## src/rtl/pulse_period_monitor_pkg.sv

```systemverilog
// pulse_period_monitor_pkg: shared FSM encoding and arithmetic helper for the pulse period monitor
package pulse_period_monitor_pkg;

  typedef enum logic [1:0] {
    IDLE = 2'd0,
    SEEK = 2'd1,
    HIGH = 2'd2,
    LOW  = 2'd3
  } state_t;

  function automatic logic [31:0] abs_diff(input logic [31:0] a, input logic [31:0] b);
    return (a > b) ? a - b : b - a;
  endfunction

endpackage

```

## src/rtl/pulse_period_monitor_sync_edge_detect.sv

```systemverilog
// sync_edge_detect: multi-flop synchronizer for an asynchronous input with rise/fall detection
module sync_edge_detect #(
  parameter int SYNC_STAGES = 2
) (
  input  logic clock,
  input  logic reset_n,
  input  logic d,
  output logic s,
  output logic rise,
  output logic fall
);

  logic [SYNC_STAGES-1:0] sr;
  logic s_d;

  always_ff @(posedge clock or negedge reset_n) begin
    if (!reset_n) begin
      sr  <= '0;
      s_d <= 1'b0;
    end else begin
      sr  <= {sr[SYNC_STAGES-2:0], d};
      s_d <= sr[SYNC_STAGES-1];
    end
  end

  assign s    = sr[SYNC_STAGES-1];
  assign rise = s & ~s_d;
  assign fall = ~s & s_d;

endmodule

```

## src/rtl/pulse_period_monitor.sv

```systemverilog
// pulse_period_monitor: measures high/low time and period of an asynchronous pulse train,
// flags period errors against an expected period and a stalled input.
module pulse_period_monitor
  import pulse_period_monitor_pkg::*;
#(
  parameter int CNT_W       = 16,
  parameter int SYNC_STAGES = 2,
  parameter int TIMEOUT     = 60000,
  parameter int EXP_PERIOD  = 40,
  parameter int TOL         = 1
) (
  input  logic             clock,
  input  logic             reset_n,
  input  logic             enable,
  input  logic             pulse_in,
  output logic [CNT_W-1:0] high_cnt,
  output logic [CNT_W-1:0] low_cnt,
  output logic [CNT_W:0]   period,
  output logic             valid,
  output logic             period_err,
  output logic             stall
);

  localparam logic [CNT_W-1:0] TO = CNT_W'(TIMEOUT);

  state_t           state;
  logic [CNT_W-1:0] cnt;
  logic [CNT_W-1:0] h_lat;
  logic             s;
  logic             rise;
  logic             fall;
  logic [CNT_W:0]   p_next;
  logic             err_next;
  logic             timed_out;

  sync_edge_detect #(.SYNC_STAGES(SYNC_STAGES)) u_sync (
    .clock  (clock),
    .reset_n(reset_n),
    .d      (pulse_in),
    .s      (s),
    .rise   (rise),
    .fall   (fall)
  );

  assign p_next    = {1'b0, h_lat} + {1'b0, cnt};
  assign err_next  = abs_diff(32'(p_next), 32'(EXP_PERIOD)) > 32'(TOL);
  assign timed_out = cnt >= TO;

  always_ff @(posedge clock or negedge reset_n) begin
    if (!reset_n) begin
      state      <= IDLE;
      cnt        <= '0;
      h_lat      <= '0;
      high_cnt   <= '0;
      low_cnt    <= '0;
      period     <= '0;
      valid      <= 1'b0;
      period_err <= 1'b0;
      stall      <= 1'b0;
    end else begin
      valid <= 1'b0;
      if (!enable) begin
        state <= IDLE;
        cnt   <= '0;
        stall <= 1'b0;
      end else begin
        unique case (state)
          IDLE: begin
            state <= SEEK;
            cnt   <= '0;
          end
          SEEK: begin
            if (rise) begin
              state <= HIGH;
              cnt   <= CNT_W'(1);
            end else if (timed_out) begin
              stall <= 1'b1;
              cnt   <= '0;
            end else
              cnt <= cnt + 1'b1;
          end
          HIGH: begin
            if (fall) begin
              h_lat <= cnt;
              cnt   <= CNT_W'(1);
              state <= LOW;
            end else if (timed_out) begin
              stall <= 1'b1;
              cnt   <= '0;
              state <= SEEK;
            end else
              cnt <= cnt + 1'b1;
          end
          LOW: begin
            if (rise) begin
              high_cnt   <= h_lat;
              low_cnt    <= cnt;
              period     <= p_next;
              period_err <= err_next;
              valid      <= 1'b1;
              cnt        <= CNT_W'(1);
              state      <= HIGH;
            end else if (timed_out) begin
              stall <= 1'b1;
              cnt   <= '0;
              state <= SEEK;
            end else
              cnt <= cnt + 1'b1;
          end
          default: state <= IDLE;
        endcase
      end
    end
  end

endmodule

```

## config.mk

```make
export PLATFORM = sky130hd
export DESIGN_NAME = pulse_period_monitor
export DESIGN_NICKNAME = d
export VERILOG_FILES = /design/src/rtl/pulse_period_monitor_pkg.sv /design/src/rtl/pulse_period_monitor_sync_edge_detect.sv /design/src/rtl/pulse_period_monitor.sv
export SDC_FILE = /design/constraint.sdc
export NUM_CORES = 1
export LEC_CHECK = 0
export ABC_AREA = 1
export CORE_ASPECT_RATIO = 1.2
export CORE_MARGIN = 3
export CORE_UTILIZATION = 44
export DETAILED_ROUTE_END_ITERATION = 12
export PLACE_DENSITY = 0.66
export REMOVE_ABC_BUFFERS = 1
export SLEW_MARGIN = 20
export SYNTH_ARGS = -nofsm -noshare
export SYNTH_HDL_FRONTEND = slang
export SYNTH_HIERARCHICAL = 1
export SYNTH_SLANG_ARGS = --single-unit
```

## constraint.sdc

```tcl
create_clock -name clock -period 8.5 [get_ports clock]
set_input_delay 0.85 -clock clock [delete_from_list [all_inputs] [get_ports clock]]
set_output_delay 0.85 -clock clock [all_outputs]
set_load 0.05 [all_outputs]
```

# == Word-level counts from Yosys, hierarchy flattened ==
# Index checks and enable logic that the tools add are counted.
# classes
div,0
magnitude_cmp,3
n_mul,0
mux,20
n_addsub,4
shift,0
n_reduce_logical,5
eq_ne,7
bitwise,4
# ops
op,n
$mux 16,4
$pmux 16 s3,1
$gt 32x1->1 const B,1
$mux 32,1
$sub 17x6->18 const B,1
$sub 6x17->18 const A,1
$add 16x16->17,1
$gt 17x6->1 const B,1
$add 16x1->16 const B,1
$ge 16x16->1 const B,1
$mux 2,5
$ne 3x3->1 const B,3
$reduce_and 3->1,3
$pmux 2 s4,1
$mux 1,7
$eq 2x2->1 const B,2
$ne 3x2->1 const B,1
$and 1x1->1,2
$eq 2x1->1 const B,1
$logic_not 2->1,1
$not 1->1,2
$pmux 1 s2,1
$reduce_or 2->1,1
# word_totals
word_cells,54
latchBits,0
out_inout_bits,52
ram_bits,0
memories,0
rom_bits,0
register_bits,89

# == Logic depth before layout (Yosys ltp) ==
# depth
word_depth,5
depth_mapped,23
depth_no_buf,23

# == By module ==
# The synthesis kept the hierarchy.
# by_module_without_submodules
module,area_each_um2,seq_area_each_um2,n_inst,cells_each
pulse_period_monitor,5221.3,2152.1,1,729
sync_edge_detect,90.1,75.1,1,7

# == Worst setup path before layout ==
# No wires, ideal clock.
# synth_path
kind,flip-flop to flip-flop
start,register cnt[0]
end,register period_err
period_less_slack_ns,2.750
path_stages_with_launch,22
setup_time_ns,0.118
setup_slack_ns,5.750
required_ns,8.382
arrival_ns,2.631
cell_sequence,dfrtp_1 ha_1 inv_1 fa_1 inv_1 nand3_1 nand2_2 nand2_1 nand2_1 nand2_1 nand2_1 nand2_1 nor2_2 nand3_4 nand2_8 nand2_2 nand3_1 nand3_1 nor2_1 nand2_1 nor2_1 nor2_1
# synth_between
elab_chain_cells,4
word_cells_on_any_way,6
cone_classes,add/sub: 3; order compare: 2; mux: 1
# synth_lines
element,line,source
start: declaration,pulse_period_monitor.sv:27,logic [CNT_W-1:0] cnt;
start signal: assignment,pulse_period_monitor.sv:80,cnt <= cnt + 1'b1;
start signal: assignment,pulse_period_monitor.sv:92,cnt <= cnt + 1'b1;
start signal: assignment,pulse_period_monitor.sv:108,cnt <= cnt + 1'b1;
$add 16x16->17 (*),pulse_period_monitor.sv:45,"assign p_next = {1'b0, h_lat} + {1'b0, cnt};"
"$sub 6x17->18, or another cell as far along",pulse_period_monitor_pkg.sv:12,return (a > b) ? a - b : b - a;
$mux 32 (*),pulse_period_monitor_pkg.sv:12,
$gt 32x1->1 (*),pulse_period_monitor.sv:46,"assign err_next = abs_diff(32'(p_next), 32'(EXP_PERIOD)) > 32'(TOL);"
end signal: assignment,pulse_period_monitor.sv:99,period_err <= err_next;
end: declaration,pulse_period_monitor.sv:20,"output logic period_err,"
# Every way passes the cells marked *; elsewhere a longest branch is shown, timed or not.
# A chain may end at the register's enable or synchronous reset.

# == Worst setup path after layout ==
# Ends and elaborated chain as after synthesis.

==> impl_metrics.tcl <==
set metrics [dict create \
    finish.utilization_pct 54.3 \
    vias 4821 \
    drt_iter0_markers 244 \
    cts_post_setup_buffers_inserted 0 \
    synth.yosys.seq_area_share_pct 41.9 \
    setup-tns-final_ns 0 \
    cts.reportedPaths.clkPinSlew_ns 0.06 \
    hpwl_mm 10.2 \
    min_period_ns 3.37 \
    total_routing_usage_gr_pct 21.3 \
    final_min_period_over_clock_period_pct 39.6 \
    netlist_instances 736 \
    dp.cells 938 \
    die_boundary_height_um 126 \
    highest_layer "met4" \
    synth-async-reset-ratio_pct 100 \
    n_antenna_cell 0 \
    die_area_mm2 0.0134 \
    synth_common_cells "sky130_fd_sc_hd__nand2_1 (254), sky130_fd_sc_hd__inv_1 (99), sky130_fd_sc_hd__dfrtp_1 (89)" \
    synth_ff_type "sky130_fd_sc_hd__dfrtp_1" \
    gr-total-overflow 0 \
    layout-area-overhead-vs-synth_pct 19.4 \
    clockBufferDepth 2 \
    met2RoutedLength_mm 6.43 \
    routedLengthMet1_mm 6.08 \
    route.met3.wl_um 356 \
    postRouteAntennaNets 0 \
    rows 43 \
    max_slew.worst_pin.slew_ns 0.789 \
    cts_tree "yes" \
    synth_top_area_share_pct 41.9 \
    layoutNonFillerInstCount 953 \
    starting_density_of_the_core_pct 45.5 \
    cts_buffers 9 \
    ys_seq_elements 89 \
    min-delay-path-class "register to register" \
    power_density_relative_to_cell_area_mw_per_mm2 147 \
    startpoint_type "register" \
    crit_type "register to register" \
    post_cts_resized 0 \
    post_synth_main_area_contributors "sky130_fd_sc_hd__dfrtp_1 (42%), sky130_fd_sc_hd__nand2_1 (18%), sky130_fd_sc_hd__inv_1 (7.0%), sky130_fd_sc_hd__ha_1 (5.4%), sky130_fd_sc_hd__o21ai_0 (5.1%)" \
    grt_pass1_wl_mm 23.3 \
    setup_viol_count_final 0 \
    cts.root.buffer_cell "sky130_fd_sc_hd__clkbuf_16" \
    max_freq_mhz 297 \
    grt_start_max_net_pins 51 \
    cts-htree-levels 3 \
    critical_path_arrival_ns 3.64 \
    netlist_area_mm2 0.00531 \
    clock_skew_ns 0.00735 \
    floorplan.io_pins 56 \
    syn-mean-instance-area_um2 7.22 \
    worst-endpoint-required_ns 8.77 \
    total_number_of_nets_in_the_final_design 820 \
    netlist-cell-type-count 32 \
    post_cts_hold_buffer_count 0 \
    leading_cell_type_by_number_of_instances_after_synthesis "sky130_fd_sc_hd__nand2_1" \
    report.final.slew_viol_count 0 \
    routed_via_density 5.06 \
    max_slew_margin_pct 47.3 \
    worst_hold_slack_ns 0.353 \
    synth-warning-count 6 \
    drv.max_cap_violation_count 0 \
    synth_edf_count 0 \
    max-vdd-ir-drop_uv 81.0 \
    total_leakage_power_nw 3.18 \
    hold_viol 0 \
    endpoint_kind "register" \
    chipWidth_um 106 \
    worstPathMaxFanout 7 \
    clock_sinks 89 \
    status "completed" \
    power_mw 0.932 \
    clock_network_latency_to_the_later_pin_of_the_worst_skew_pair_ns 0.34 \
    residual_drc 0 \
    synth_top_cell_by_area "sky130_fd_sc_hd__dfrtp_1" \
    final_layout_size_suffix_gt1_share_pct 6.66 \
    grt_antenna_before_repair 0 \
    routabilityCongestion 0.895 \
    drt-wirelength-per-cell_um 14.0 \
    rsz0062_at_grt "no" \
    finalWirelength_mm 13.3 \
    via_count_of_the_first_global_routing_pass 4958 \
    drt-pass1-iter-count 5 \
    design.core.area_mm2 0.0117 \
    io_buffer_count 55 \
]
==> placed cells by master, fill, tap and decap left out, types with 11 or more instances in the layout <==
cell type                           n
sky130_fd_sc_hd__a21oi_1           18
sky130_fd_sc_hd__clkdlybuf4s50_1   54
sky130_fd_sc_hd__dfrtp_1           89
sky130_fd_sc_hd__ha_1              23
sky130_fd_sc_hd__inv_1             98
sky130_fd_sc_hd__nand2_1          254
sky130_fd_sc_hd__nand2_2           13
sky130_fd_sc_hd__nand3_1           46
sky130_fd_sc_hd__nor2_1            49
sky130_fd_sc_hd__nor3_1            11
sky130_fd_sc_hd__o21ai_0           54
==> power breakdown <==
part	total (mW)	internal (mW)	switching [mW]
Combinational	0.0722	0.0226	0.0495
Sequential	0.436	0.431	0.00514
Clock	0.423	0.258	0.165
Total	0.932	0.711	0.220
==> registers in the layout (all words and copies together) (netlist names) <==
name	count
u_sync/s_d	1
period	17
valid	1
state	2
period_err	1
high_cnt	16
cnt	16
low_cnt	16
h_lat	16
stall	1
u_sync/sr	2
==> worst paths after layout <==
| kind | to | slack (ns) | cells after the start | start |
|---|---|---|---|---|
| max | period_err | 5.13 | 23 | cnt[0] |
| min | u_sync/sr[1] | 0.35 | 0 | u_sync/sr[0] |
| max reg2reg | period_err | 5.13 | 23 | cnt[0] |
| min reg2reg | u_sync/sr[1] | 0.35 | 0 | u_sync/sr[0] |
| max in group asynchronous | h_lat[8] | 6.98 | 2 | reset_n |
| min in group asynchronous | period[9] | 0.49 | 1 | reset_n |
==> routing by layer <==
metal / track usage [%] / up-vias
li1: - / 2416
met3: 3.56 / 32
met2: 36.9 / 94
met4: 8.08 / 0
met1: 26.6 / 2279
met5: 0 / -
==> area by class of cell <==
| class | count | area, um^2 |
|---|---|---|
| fill | 1182 | 5330 |
| multi-input combinational | 527 | 2630 |
| sequential | 89 | 2230 |
| timing repair buffer | 59 | 578 |
| inverter | 106 | 400 |
| clock buffer | 11 | 233 |
| tap | 157 | 196 |
| clock inverter | 4 | 77.6 |
==> metrics by stage <==
stage	setup WS (ns)	cell area [um^2]
after global routing	4.79	6340
after detailed placement	5.15	6030
final	5.13	6340
after floorplan	5.45	5260
after CTS	5.14	6340
after global placement	5.28	6030
==> critical path, cell delays in order (launching register included) <==
cell	delay, ns
sky130_fd_sc_hd__dfrtp_1	0.41
sky130_fd_sc_hd__ha_1	0.21
sky130_fd_sc_hd__inv_1	0.06
sky130_fd_sc_hd__fa_1	0.41
sky130_fd_sc_hd__inv_1	0.13
sky130_fd_sc_hd__nand3_1	0.11
sky130_fd_sc_hd__nand2_2	0.12
sky130_fd_sc_hd__nand2_1	0.06
sky130_fd_sc_hd__nand2_1	0.20
sky130_fd_sc_hd__ha_1	0.22
sky130_fd_sc_hd__inv_1	0.04
sky130_fd_sc_hd__nand2_1	0.05
sky130_fd_sc_hd__nand2_1	0.07
sky130_fd_sc_hd__nor2_1	0.28
sky130_fd_sc_hd__nand3_1	0.22
sky130_fd_sc_hd__nor2_1	0.23
sky130_fd_sc_hd__nor2_1	0.07
sky130_fd_sc_hd__nor2_1	0.08
sky130_fd_sc_hd__nor2_1	0.04
sky130_fd_sc_hd__nand4_1	0.08
sky130_fd_sc_hd__nor2_1	0.05
sky130_fd_sc_hd__nand2_1	0.05
sky130_fd_sc_hd__nor2_1	0.04
sky130_fd_sc_hd__nor2_1	0.07
==> logic make-up (layout without fill, tap and decap cells) <==
| group | after synthesis | in the layout | share of synthesized area [%] |
|---|---|---|---|
| and+or+nand+nor | 408 | 408 | 33.6 |
| buffers and inverters | 120 | 180 | 8.53 |
| DFF | 89 | 89 | 41.9 |
| AOI/OAI and AO/OA | 84 | 84 | 8.36 |
| adders and majority gates | 24 | 24 | 5.80 |
| xor gates and xnor gates | 11 | 11 | 1.81 |
(Power assumes the default switching activity.)
